==> src/rtl/elevator_pkg.sv <==
// Shared state encoding and default sizing for the elevator controller.
package elevator_pkg;

  localparam int FLOORS_DEF     = 4;
  localparam int MOVE_TICKS_DEF = 2000;
  localparam int DOOR_TICKS_DEF = 3000;

  typedef enum logic [1:0] {
    IDLE   = 2'd0,
    MOVE   = 2'd1,
    ARRIVE = 2'd2,
    DOOR   = 2'd3
  } state_t;

endpackage

==> src/rtl/elevator_req_bank.sv <==
// Latched request lamps with per-floor clearing, plus here/above/below
// reductions relative to the current car position.
module elevator_req_bank
  import elevator_pkg::*;
#(
  parameter int FLOORS = FLOORS_DEF,
  parameter int PW     = $clog2(FLOORS)
) (
  input  logic              clk_1khz,
  input  logic              rst_n,
  input  logic [FLOORS-1:0] car_req,
  input  logic [FLOORS-1:0] hall_up,
  input  logic [FLOORS-1:0] hall_dn,
  input  logic [PW-1:0]     position,
  input  logic              clr_car,
  input  logic              clr_up,
  input  logic              clr_dn,
  input  logic              hold,
  output logic [FLOORS-1:0] pend_car,
  output logic [FLOORS-1:0] pend_up,
  output logic [FLOORS-1:0] pend_dn,
  output logic              empty,
  output logic              here,
  output logic              above,
  output logic              below,
  output logic              hit
);

  // No up button on the top floor, no down button on the ground floor.
  localparam logic [FLOORS-1:0] UP_OK = {1'b0, {(FLOORS-1){1'b1}}};
  localparam logic [FLOORS-1:0] DN_OK = {{(FLOORS-1){1'b1}}, 1'b0};

  logic [FLOORS-1:0] at, up_in, dn_in, cc, cu, cd, bc, bu, bd;
  logic [FLOORS-1:0] car_n, up_n, dn_n, any;

  always_comb begin
    at = '0;
    at[position] = 1'b1;
    up_in = hall_up & UP_OK;
    dn_in = hall_dn & DN_OK;
    cc = clr_car ? at : '0;
    cu = clr_up  ? at : '0;
    cd = clr_dn  ? at : '0;
    // While the door is open a serviceable press at this floor never lamps.
    bc = hold ? cc : '0;
    bu = hold ? cu : '0;
    bd = hold ? cd : '0;
    car_n = (pend_car & ~cc) | (car_req & ~bc);
    up_n  = (pend_up  & ~cu) | (up_in   & ~bu);
    dn_n  = (pend_dn  & ~cd) | (dn_in   & ~bd);
    hit   = |((bc & car_req) | (bu & up_in) | (bd & dn_in));
  end

  always_comb begin
    any   = pend_car | pend_up | pend_dn;
    here  = any[position];
    above = 1'b0;
    below = 1'b0;
    for (int f = 0; f < FLOORS; f++) begin
      if (f > int'(position)) above = above | any[f];
      if (f < int'(position)) below = below | any[f];
    end
  end

  always_ff @(posedge clk_1khz) begin
    if (!rst_n) begin
      pend_car <= '0;
      pend_up  <= '0;
      pend_dn  <= '0;
      empty    <= 1'b1;
    end else begin
      pend_car <= car_n;
      pend_up  <= up_n;
      pend_dn  <= dn_n;
      empty    <= ~|{car_n, up_n, dn_n};
    end
  end

endmodule

==> src/rtl/elevator_ctrl_n.sv <==
// Single-car elevator controller: collective up/down sweep with a timed
// move per floor and a timed door that restarts on presses at its floor.
module elevator_ctrl_n
  import elevator_pkg::*;
#(
  parameter int FLOORS     = FLOORS_DEF,
  parameter int MOVE_TICKS = MOVE_TICKS_DEF,
  parameter int DOOR_TICKS = DOOR_TICKS_DEF,
  localparam int PW        = $clog2(FLOORS)
) (
  input  logic              clk_1khz,
  input  logic              rst_n,
  input  logic [FLOORS-1:0] car_req,
  input  logic [FLOORS-1:0] hall_up,
  input  logic [FLOORS-1:0] hall_dn,
  output logic [PW-1:0]     position,
  output logic              head,
  output logic              stop,
  output logic              empty,
  output logic              door_open,
  output logic [FLOORS-1:0] pend_car,
  output logic [FLOORS-1:0] pend_up,
  output logic [FLOORS-1:0] pend_dn,
  output state_t            state
);

  localparam int CMAX = (MOVE_TICKS > DOOR_TICKS) ? MOVE_TICKS : DOOR_TICKS;
  localparam int CW   = $clog2(CMAX + 1);

  logic [CW-1:0] cnt;
  logic here, above, below, hit;
  logic ahead, behind, serviceable, enter_door, in_door, m_up, m_dn;

  always_comb begin
    ahead  = head ? above : below;
    behind = head ? below : above;
    serviceable = pend_car[position] | (head & pend_up[position]) |
                  (~head & pend_dn[position]) | (here & ~ahead);
    enter_door = ((state == IDLE) & here) | ((state == ARRIVE) & serviceable);
    in_door    = (state == DOOR);
    // Opposite-direction hall call is served too when the car turns here.
    m_up = head | ~ahead;
    m_dn = ~head | ~ahead;
  end

  elevator_req_bank #(.FLOORS(FLOORS), .PW(PW)) u_bank (
    .clk_1khz (clk_1khz),
    .rst_n    (rst_n),
    .car_req  (car_req),
    .hall_up  (hall_up),
    .hall_dn  (hall_dn),
    .position (position),
    .clr_car  (enter_door | in_door),
    .clr_up   ((enter_door | in_door) & m_up),
    .clr_dn   ((enter_door | in_door) & m_dn),
    .hold     (in_door),
    .pend_car (pend_car),
    .pend_up  (pend_up),
    .pend_dn  (pend_dn),
    .empty    (empty),
    .here     (here),
    .above    (above),
    .below    (below),
    .hit      (hit)
  );

  always_ff @(posedge clk_1khz) begin
    if (!rst_n) begin
      state     <= IDLE;
      position  <= '0;
      head      <= 1'b1;
      stop      <= 1'b1;
      door_open <= 1'b0;
      cnt       <= '0;
    end else begin
      case (state)
        IDLE: begin
          cnt <= '0;
          if (here) begin
            state     <= DOOR;
            door_open <= 1'b1;
          end else if (above) begin
            head  <= 1'b1;
            state <= MOVE;
            stop  <= 1'b0;
          end else if (below) begin
            head  <= 1'b0;
            state <= MOVE;
            stop  <= 1'b0;
          end
        end
        MOVE: begin
          if (cnt == CW'(MOVE_TICKS - 1)) begin
            cnt   <= '0;
            state <= ARRIVE;
            stop  <= 1'b1;
            if (head) begin
              position <= position + 1'b1;
              if (position == PW'(FLOORS - 2)) head <= 1'b0;
            end else begin
              position <= position - 1'b1;
              if (position == PW'(1)) head <= 1'b1;
            end
          end else begin
            cnt <= cnt + 1'b1;
          end
        end
        ARRIVE: begin
          cnt <= '0;
          if (serviceable) begin
            state     <= DOOR;
            door_open <= 1'b1;
          end else begin
            state <= MOVE;
            stop  <= 1'b0;
          end
        end
        DOOR: begin
          if (hit) begin
            cnt <= '0;
          end else if (cnt == CW'(DOOR_TICKS - 1)) begin
            cnt       <= '0;
            door_open <= 1'b0;
            if (ahead) begin
              state <= MOVE;
              stop  <= 1'b0;
            end else if (behind) begin
              head  <= ~head;
              state <= MOVE;
              stop  <= 1'b0;
            end else begin
              state <= IDLE;
            end
          end else begin
            cnt <= cnt + 1'b1;
          end
        end
        default: state <= IDLE;
      endcase
    end
  end

endmodule

==> config.mk <==
export PLATFORM = sky130hd
export DESIGN_NAME = elevator_ctrl_n
export DESIGN_NICKNAME = d
export VERILOG_FILES = /design/src/rtl/elevator_pkg.sv /design/src/rtl/elevator_req_bank.sv /design/src/rtl/elevator_ctrl_n.sv
export SDC_FILE = /design/constraint.sdc
export NUM_CORES = 1
export LEC_CHECK = 0
export CORE_MARGIN = 4
export CORE_UTILIZATION = 53
export CTS_CLUSTER_DIAMETER = 150
export DETAILED_ROUTE_END_ITERATION = 12
export GPL_TIMING_DRIVEN = 0
export PLACE_DENSITY = 0.79
export SLEW_MARGIN = 20
export SYNTH_ARGS = -nofsm -noshare
export SYNTH_HDL_FRONTEND = slang
export SYNTH_SLANG_ARGS = --single-unit
==> constraint.sdc <==
create_clock -name clk_1khz -period 4 [get_ports clk_1khz]
set_clock_uncertainty 0.15 [all_clocks]
set_input_delay 0.8 -clock clk_1khz [delete_from_list [all_inputs] [get_ports clk_1khz]]
set_output_delay 0.8 -clock clk_1khz [all_outputs]
set_load 0.05 [all_outputs]
Word-level counts from Yosys, hierarchy flattened --
Index checks and enable logic that the tools add are counted.
Word-level totals: flip-flop bits (word level) 32, output and inout bits 20
Operators by class: mux-type cells 65, $lt $le $gt $ge 8, bitwise logic cells 42, reduce and logical (&&, ||, !) cells 13, add/subtract/negate cells 3, equal/unequal tests 19
Operator list (count):
- $mux W1 | 38
- $mux W12 | 3
- $pmux W12 S3 | 1
- $and A4 B4 Y4 | 7
- $or A4 B4 Y4 | 7
- $mux W4 | 6
- $not A4 Y4 | 6
- $mux W2 | 8
- $ne A2 B2 Y1 const B | 8
- $add A12 B1 Y12 const B | 1
- $eq A12 B11 Y1 const B | 1
- $eq A12 B12 Y1 const B | 1
- $reduce_or A12 Y1 | 1
- $or A1 B1 Y1 | 11
- $bmux W1 S2 | 4
- $pmux W2 S4 | 1
- $reduce_and A8 Y1 | 1
- $and A1 B1 Y1 | 7
- $reduce_and A7 Y1 | 1
- $eq A2 B2 Y1 const B | 3
- $ne A3 B3 Y1 const B | 2
- $pmux W1 S3 | 2
- $reduce_bool A3 Y1 | 2
- $reduce_and A5 Y1 | 1
- 23 further kinds | 27

Logic depth before layout (Yosys ltp) --
Gate-level depths: netlist (run 1).
word-level depth 23, mapped depth 12

Cells and area by module --
A second synthesis (run 1) with hierarchy kept.
Unflattened totals: cells, all modules 235, area total of the unflattened synthesis 1961.9 um^2
By module, submodules not included:
- elevator_ctrl_n | area each 1189.9 um^2, times used 1, cells an instance 141
- elevator_req_bank | area each 772.0 um^2, times used 1, cells an instance 94

Worst setup path before layout (run 1) --
No wires, ideal clock.
path kind reg2reg, start reg position[0], end reg head, required time 3.778 ns, library setup time 0.072 ns, arrival time 3.427 ns, stages on the path, launching flop included 11, path slack 0.351 ns, path through dfxtp_1 inv_1 ha_1 or2_1 o221ai_2 nand2_4 a22o_1 a222oi_1 a41oi_2 a2111oi_2 mux2i_1
Between the ends: longest elaborated chain between the ends 22, elaborated cells between the ends (all ways) 73, classes of those cells order compare (8); eq/ne (7); mux (31); bitwise (24); reduce/logical (3)
Ends and longest elaborated chain:
- from (decl) | RTL line elevator_ctrl_n.sv:16 | output logic [PW-1:0] position,
- from (signal assigned) | RTL line elevator_ctrl_n.sv:98 | position <= position + 1'b1;
- from (signal assigned) | RTL line elevator_ctrl_n.sv:101 | position <= position - 1'b1;
- $lt A1 B2 Y1 or $gt A1 B2 Y1 (tied branches) | RTL line elevator_req_bank.sv:61, elevator_req_bank.sv:60
- $mux W1 (on tied branches) | RTL line elevator_req_bank.sv:61, elevator_req_bank.sv:60
- $or A1 B1 Y1 (on tied branches) | RTL line elevator_req_bank.sv:61, elevator_req_bank.sv:60
- $mux W1 (on tied branches) | RTL line elevator_req_bank.sv:61, elevator_req_bank.sv:60
- $or A1 B1 Y1 (on tied branches) | RTL line elevator_req_bank.sv:61, elevator_req_bank.sv:60
- $mux W1 (on tied branches) | RTL line elevator_req_bank.sv:61, elevator_req_bank.sv:60
- $mux W1 | RTL line elevator_ctrl_n.sv:35 | ahead = head ? above : below;
- $not A1 Y1 | RTL line elevator_ctrl_n.sv:38, elevator_ctrl_n.sv:42, elevator_ctrl_n.sv:43
- [5 not listed]
- $and A1 B1 Y1 | RTL line elevator_ctrl_n.sv:54 | .clr_up ((enter_door | in_door) & m_up),
- $mux W4 | RTL line elevator_req_bank.sv:42 | cu = clr_up ? at : '0;
- $mux W4 | RTL line elevator_req_bank.sv:46 | bu = hold ? cu : '0;
- $and A4 B3 Y4 | RTL line elevator_req_bank.sv:51 | hit = |((bc & car_req) | (bu & up_in) | (bd & dn_in));
- $or A4 B4 Y4 (2 in a row) | RTL line elevator_req_bank.sv:51
- $reduce_or A4 Y1 | RTL line elevator_req_bank.sv:51
- $ne A2 B2 Y1 (no line)
- $reduce_and A8 Y1 (no line)
- to (signal assigned) | RTL line elevator_ctrl_n.sv:128 | head <= ~head;
- to (decl) | RTL line elevator_ctrl_n.sv:17 | output logic head,
Several ways; a longest one is shown, not always the timed one. The select of a mux whose other input is x is not followed. A chain may end at the register's enable or synchronous reset.

Final worst setup path (run 1) --
Same ends and word-level chain as after synthesis.

==> results.json, run 1 <==
{
  "outcome": "finished clean",
  "core_area_mm2": 0.003744,
  "worstPathArrival_ps": 3780,
  "slew_viol_final": 0,
  "final_nets": 320,
  "grt_pass1_vias": 1929,
  "insertion_delay_ps": 280,
  "gp_congestion": 0.8919,
  "grt_pass1_wl_um": 9232,
  "drt-pass1-iter-count": 5,
  "fin_cells": 344,
  "cts_hold_buf": 0,
  "cp_slowest_cell": "a222oi_1",
  "start_util": 0.5588,
  "grt_max_degree": 13,
  "fillers": 337,
  "async_flop_share": 0,
  "drc": 0,
  "die_y_um": 70.83,
  "dp.cells": 336,
  "clock_sinks": 32,
  "cts_tree": "yes",
  "clkTransAtPathRegs_ps": 70,
  "cp_max_fo": 11,
  "setup_viol": 0,
  "p_per_area_mw_per_mm2": 506.0,
  "final_cell_mix": "nor2_1, clkdlybuf4s50_1, dfxtp_1, nand2_1",
  "cts_buffers": 5,
  "start_kind": "flop",
  "timing.fmax_mhz": 268.7,
  "slowest_delay_ps": 540,
  "syn_to_final_growth_pct": 22.25,
  "die_w_um": 70.83,
  "final_common_cell": "nor2_1",
  "synth_edf_count": 0,
  "antennaDiodeCount": 0,
  "drv_cap": 0,
  "drtAntennaViolNets": 0,
  "cellLeakagePower_uw": 0.0009331,
  "ys_types": 55,
  "postSynthCellCount": 257,
  "cp_top_family": "compound AO/OA/AOI/OAI gates",
  "synth-main-ff-cell": "dfxtp_1",
  "rsz0062_at_grt": "no",
  "post-route-period-util": 0.9304,
  "syn-num-nets": 282,
  "critPathRequiredTime_ps": 4060,
  "hpwl_um": 4189,
  "ys.warnings.count": 0,
  "path_cells": "inv_1 -> ha_1 -> or2_1 -> o221ai_2 -> nand2_4 -> a22o_1 -> a222oi_1 -> a41oi_2 -> a2111oi_2 -> mux2i_1",
  "end_kind": "flop",
  "relSlewSlack": 0.5473,
  "cts_max_level": 2,
  "grt_usage": 0.2270,
  "cts_root_buffer": "clkbuf_8",
  "cts.path.max_buffers": 2,
  "ir_drop_mv": 0.4932,
  "hold_viol": 0,
  "path_class": "reg2reg",
  "pin_count": 34,
  "routed-via-count": 2099,
  "netlist_area_mm2": 0.002092,
  "num_rows": 22,
  "period_needed_ps": 3722,
  "synth.avg_cell_area_um2": 8.140,
  "first_iter_violations": 101,
  "worst_slew_pin_slew_ps": 676.9,
  "antenna_found_initial": 0,
  "via_per_inst": 6.102,
  "post_drt_wl_per_cell_um": 16.40,
  "die_area_mm2": 0.005016,
  "port_buffers": 31,
  "wirelength_um": 5641,
  "critPathBufInv": 1,
  "synth-seq-cells": 32,
  "ys_seq_area_frac": 0.3062,
  "drive_above_1_share": 0.1149,
  "overflow": 0,
  "tns_ps": 0,
  "hp-class": "reg2reg"
}
## per-layer routing
metal	wire length [um]	track usage
met1	2522	0.3031
met2	2639	0.3656
met3	426	0.05256
met4	53	0.06681
met5	0	0
## Yosys cell counts (all sizes together) (5+ instances only)
cell / instances / area share
a21oi: 13 / 0.031
a31oi: 7 / 0.021
and2: 9 / 0.027
clkbuf: 5 / 0.0090
dfxtp: 32 / 0.31
ha: 11 / 0.066
inv: 13 / 0.023
nand2: 25 / 0.050
nand3: 7 / 0.017
nor2: 33 / 0.059
nor3: 19 / 0.069
o21ai: 13 / 0.031
xnor2: 7 / 0.029
xor2: 5 / 0.021
## worst register-to-register path, cell delays in order (launching register included)
cell	delay [ps]
dfxtp_2	460
inv_1	190
ha_1	340
or2_1	260
o221ai_2	370
nand2_4	160
a22o_1	220
a222oi_1	540
a41oi_2	310
a2111oi_2	400
mux2i_1	240
## where the power goes
| part | total, uW | internal (uW) | switching (uW) |
|---|---|---|---|
| Combinational | 637 | 223 | 414 |
| Sequential | 396 | 357 | 39.8 |
| Clock | 261 | 137 | 124 |
## area by class of cell
class | instances | area (um^2) | area share
clock buffer | 6 | 82.58 | 0.03229
multi-input combinational | 204 | 1360 | 0.5318
inverter | 13 | 48.80 | 0.01908
timing repair buffer | 31 | 310.3 | 0.1213
clock inverter | 2 | 10.01 | 0.003914
sequential | 32 | 643.1 | 0.2515
tap | 48 | 60.06 | 0.02348
buffer | 8 | 42.54 | 0.01663
## registers in the layout, indices dropped and copies added (netlist names), 2 cells and up
name / flops
cnt: 12
u_bank.pend_up: 4
u_bank.pend_dn: 4
u_bank.pend_car: 4
state: 2
position: 2
## path summary, 6_finish.rpt
kind / start / cells after the start / to / slack (ps)
max: position[0] / 10 / head / 280
min: cnt[0] / 1 / cnt[0] / 330
max reg2reg: position[0] / 10 / head / 280
min reg2reg: cnt[0] / 1 / cnt[0] / 330
## what timing repair did
action                     4_1_cts  5_1_grt
setup endpoints to repair        0       11
setup buffers                    0        0
resized for setup                0        2
## per-stage QoR
| step | hold WS (ps) | area (um^2) | setup WS (ps) | power, uW | utilization |
|---|---|---|---|---|---|
| floorplan | 291.5 | 2092 | 351.3 | 855.1 | - |
| finish | 326.7 | 2557 | 278.4 | 1294 | 0.6832 |
| global route | 353.1 | 2557 | 100.4 | 1375 | 0.6832 |
| detailed placement | 316.6 | 2462 | 177.0 | 1030 | 0.6578 |
| global placement | 309.9 | 2462 | 242.5 | 1021 | 0.6578 |
| CTS | 329.3 | 2555 | 151.8 | 1289 | 0.6825 |
## kinds of logic after synthesis
kind of cell               Yosys count  synth area share
DFF                                 32            0.3062
adders and majority gates           11           0.06579
xor gates and xnor gates            12           0.05024
and+or+nand+nor                    112            0.2859
buffers and inverters               21           0.04366
AOI/OAI and AO/OA                   67            0.2327
muxes                                2           0.01555
Note: power is estimated with default switching activity, not from simulation.
==> run 2: changes to the inputs <==
Settings changed: CORE_MARGIN 4 to 2.
Clock period 4 ns to 3.9 ns, I/O delays scaled along.
==> results.json, run 2 (same netlist as run 1, synthesis figures left out) <==
{
  "utilization": 0.6943,
  "antennaDiodeCount": 0,
  "r2r_start": "position[1]",
  "antenna_found_initial": 0,
  "worstPathArrival_ps": 3560,
  "syn_to_final_growth_pct": 23.33,
  "whs_path_depth": 1,
  "core_area_mm2": 0.003716,
  "die_area_mm2": 0.004466,
  "worst_slew_pin_slew_ps": 712.7,
  "insertion_delay_ps": 280,
  "via_per_inst": 6.162,
  "post-route-period-util": 0.8963,
  "pre_cts_slack_ps": 154.7,
  "final_cell_mix": "nor2_1, clkdlybuf4s50_1, dfxtp_1, nand2_1",
  "num_rows": 22,
  "port_buffers": 31,
  "clock_sinks": 32,
  "clkTransAtPathRegs_ps": 70,
  "outcome": "finished clean",
  "largest-register": "cnt",
  "multi_input_area_mm2": 0.001360,
  "rsz0062_at_grt": "no",
  "critPathRequiredTime_ps": 3970,
  "tns_ps": 0,
  "grt_pass1_vias": 1938,
  "pin_count": 34,
  "wirelength_um": 5421,
  "cp-startpoint": "position[1]",
  "period_needed_ps": 3496,
  "ir_drop_mv": 0.4385,
  "hpwl_um": 4041,
  "overflow": 0,
  "setup_viol": 0,
  "timing.fmax_mhz": 286.1,
  "hold_viol": 0,
  "gp_congestion": 0.8476,
  "cts_tree": "yes",
  "largest_reg_flops": 12,
  "start_kind": "flop",
  "setup_ws_ps": 404.3,
  "cts_buffers": 5,
  "cts.path.max_buffers": 2,
  "drt-pass1-iter-count": 5,
  "grt_pass1_wl_um": 8928,
  "final_common_cell": "nor2_1",
  "path_class": "reg2reg",
  "slew_viol_final": 0,
  "cts_root_buffer": "clkbuf_8",
  "die_y_um": 66.83,
  "min_to": "cnt[0]",
  "grt_max_degree": 13,
  "ff2ff_path_depth": 11,
  "p_per_area_mw_per_mm2": 534.0,
  "drc": 0,
  "end_kind": "flop",
  "final_nets": 321,
  "post_drt_wl_per_cell_um": 15.71,
  "cp_max_fo": 12,
  "routed-via-count": 2126,
  "drive_above_1_share": 0.1145,
  "power_uw": 1378,
  "die_w_um": 66.83,
  "start_util": 0.5630,
  "drtAntennaViolNets": 0,
  "first_iter_violations": 149,
  "cellLeakagePower_uw": 0.0009413,
  "regToRegEndpoint": "head",
  "drv_cap": 0,
  "grt_usage": 0.2632,
  "relSlewSlack": 0.5234,
  "hold_path.startpoint": "cnt[0]",
  "cts_max_level": 2,
  "rrSetupSlack_ps": 400,
  "seq_area_um2": 643.1,
  "fillers": 324,
  "hp-class": "reg2reg"
}
[run 2: final cells by class]
type | count | area share
inverter | 13 | 0.01891
clock buffer | 6 | 0.02813
clock inverter | 2 | 0.01358
sequential | 32 | 0.2493
buffer | 8 | 0.01649
timing repair buffer | 32 | 0.1232
tap | 48 | 0.02328
multi-input combinational | 204 | 0.5272
[run 2: critical path: stages, from the launching register on]
cell,delay (ps)
dfxtp_2,470
inv_1,170
ha_1,220
buf_6,140
nand2b_1,150
o221ai_2,310
nand2_2,190
a21o_1,230
a222oi_1,470
a41oi_2,330
a2111oi_2,390
mux2i_1,220
[run 2: power breakdown]
part | total, uW | switching (uW) | internal (uW)
clock | 320 | 131 | 190
sequential | 405 | 39.4 | 366
combinational | 652 | 424 | 229
total | 1380 | 594 | 784
[run 2: timing repair]
action / CTS / global route
endpoints found under the setup margin: 0 / 15
hold buffers: 0 / 0
setup buffers: 0 / 1
resized for setup: 0 / 2
[run 2: worst max-delay path by stage]
stage | end | slack, ps | cells after the start
floorplan | head | 250 | 10
global placement | head | 170 | 10
detailed placement | head | 150 | 10
CTS | head | 130 | 10
global route | head | 60 | 11
finish | head | 400 | 11
[run 2: per-stage QoR]
stage,instance area (um^2),cells,hold WS (ps)
floorplan,2092,257,291.5
global placement,2462,336,308.1
detailed placement,2462,336,307.8
CTS,2570,344,322.7
global route,2580,345,344.3
finish,2580,345,318.8
[run 2: routing by layer]
layer / track usage / vias to the layer above / wire (um)
met3: 0.06926 / 16 / 360
met2: 0.4325 / 95 / 2565
li1: - / 1021 / -
met4: 0.07398 / 0 / 113
met5: 0 / - / 0
met1: 0.3385 / 994 / 2382
==> run 3: changes to the inputs <==
Settings changed: CORE_UTILIZATION 53 to 55, PLACE_DENSITY 0.79 to 0.82.
Clock period 3.9 ns to 4.5 ns, I/O delays scaled along.
==> results.json, run 3 (same netlist as run 1, synthesis figures left out) <==
{
  "routed-via-count": 2060,
  "via_per_inst": 5.988,
  "regToRegEndpoint": "head",
  "pin_count": 34,
  "whs_path_depth": 1,
  "power_uw": 1153,
  "drc": 0,
  "switching_share": 0.4463,
  "p_clk_frac": 0.205,
  "post-route-period-util": 0.8504,
  "largest-register": "cnt",
  "slew_viol_final": 0,
  "cellLeakagePower_uw": 0.0009256,
  "hpwl_um": 3941,
  "cts_buffers": 5,
  "core_area_mm2": 0.003661,
  "seqPwrFrac": 0.305,
  "fillers": 319,
  "drive_above_1_share": 0.1047,
  "intPower_uw": 638.6,
  "placed_cell_area_mm2": 0.002462,
  "relSlewSlack": 0.5215,
  "seq_area_um2": 640.6,
  "hp-class": "reg2reg",
  "die_y_um": 65.68,
  "p_per_area_mw_per_mm2": 451.2,
  "wirelength_um": 5382,
  "start_util": 0.5714,
  "final_common_cell": "nor2_1",
  "cts_setup_buffers": 0,
  "setup_viol": 0,
  "die_area_mm2": 0.004313,
  "cts_resized": 0,
  "rsz0062_at_grt": "no",
  "drtAntennaViolNets": 0,
  "drv_cap": 0,
  "timing.fmax_mhz": 261.3,
  "clock_sinks": 32,
  "cts_root_buffer": "clkbuf_8",
  "critPathRequiredTime_ps": 4570,
  "p_switching_uw": 514.6,
  "overflow": 0,
  "grt_max_degree": 13,
  "grt_usage": 0.2688,
  "holdWs_ps": 327.7,
  "hold_path.startpoint": "cnt[0]",
  "cts_hold_buf": 0,
  "ir_drop_mv": 0.4167,
  "antenna_found_initial": 0,
  "min_to": "cnt[0]",
  "grt_pass1_vias": 1914,
  "setup_ws_ps": 673.2,
  "end_kind": "flop",
  "final_cell_mix": "nor2_1, dfxtp_1, clkdlybuf4s50_1, nand2_1",
  "die_w_um": 65.68,
  "met2_usage": 0.4343,
  "cts_tree": "yes",
  "port_buffers": 31,
  "gp_congestion": 0.8931,
  "syn_to_final_growth_pct": 22.19,
  "drt-pass1-iter-count": 5,
  "worst_slew_pin_slew_ps": 715.5,
  "worstPathArrival_ps": 3900,
  "cts.path.max_buffers": 2,
  "antennaDiodeCount": 0,
  "largest_reg_flops": 12,
  "cp_max_fo": 11,
  "pre_cts_slack_ps": 693.8,
  "final_nets": 320,
  "path_class": "reg2reg",
  "insertion_delay_ps": 290,
  "tns_ps": 0,
  "grt_pass1_wl_um": 8907,
  "rrSetupSlack_ps": 670,
  "multi_input_area_mm2": 0.001360,
  "start_kind": "flop",
  "grt.met3_usage": 0.05822,
  "outcome": "finished clean",
  "hold_viol": 0,
  "grt_busiest_layer": "met2",
  "period_needed_ps": 3827,
  "r2r_start": "position[0]",
  "post_drt_wl_per_cell_um": 15.65,
  "clkTransAtPathRegs_ps": 70,
  "use_met1": 0.3541,
  "num_rows": 22,
  "p_comb_frac": 0.490,
  "ff2ff_path_depth": 10,
  "cts_max_level": 2,
  "final_cell_area_mm2": 0.002556,
  "first_iter_violations": 166
}
run 3: changes by cell type in the layout (fill, tap and decap cells not counted), sizes merged:
cell,previous run,this run
clkinvlp,0,1
buf,4,3
clkbuf,11,12
clkinv,1,0
bufinv,1,0
run 3: per-layer routing:
| metal | wire length (um) | vias up |
|---|---|---|
| li1 | - | 1013 |
| met5 | 0 | - |
| met1 | 2458 | 955 |
| met4 | 61 | 0 |
| met2 | 2502 | 85 |
| met3 | 360 | 7 |
run 3: power groups by stage:
stage	clock, uW	combinational [uW]	sequential [uW]
final	236	566	352
after global routing	250	609	358
after global placement	0	549	357
after CTS	239	559	351
after floorplan	0	306	454
after detailed placement	0	557	357
run 3: layout make-up:
class / count / area share
plain buffers: 8 / 0.01664
clock buffers: 7 / 0.03377
clock inverters: 1 / 0.002937
inverters: 13 / 0.01909
multi-input cells: 204 / 0.5321
flip-flops and latches: 32 / 0.2506
well taps: 48 / 0.02349
repair buffers: 31 / 0.1214
run 3: worst max path at each step:
stage	startpoint	cells after the start	slack, ps	end
floorplan	position[0]	10	850	head
global placement	position[0]	10	740	head
finish	position[0]	10	670	head
CTS	position[0]	10	700	head
detailed placement	position[0]	10	690	head
global route	position[0]	10	390	head
run 3: critical path, cell delays in order, from the launching register on:
cell and delay, ps:
dfxtp_1 550, inv_1 240, ha_1 350, or2_1 250, o221ai_2 360, nand2_4 160
a22o_1 210, a222oi_1 550, a41oi_2 310, a2111oi_2 390, mux2i_1 230
run 3: through the flow:
| step | cells | utilization |
|---|---|---|
| after floorplan | 257 | - |
| after global placement | 336 | 0.6726 |
| after detailed placement | 336 | 0.6726 |
| after CTS | 344 | 0.6982 |
| after global routing | 344 | 0.6982 |
| final | 344 | 0.6982 |
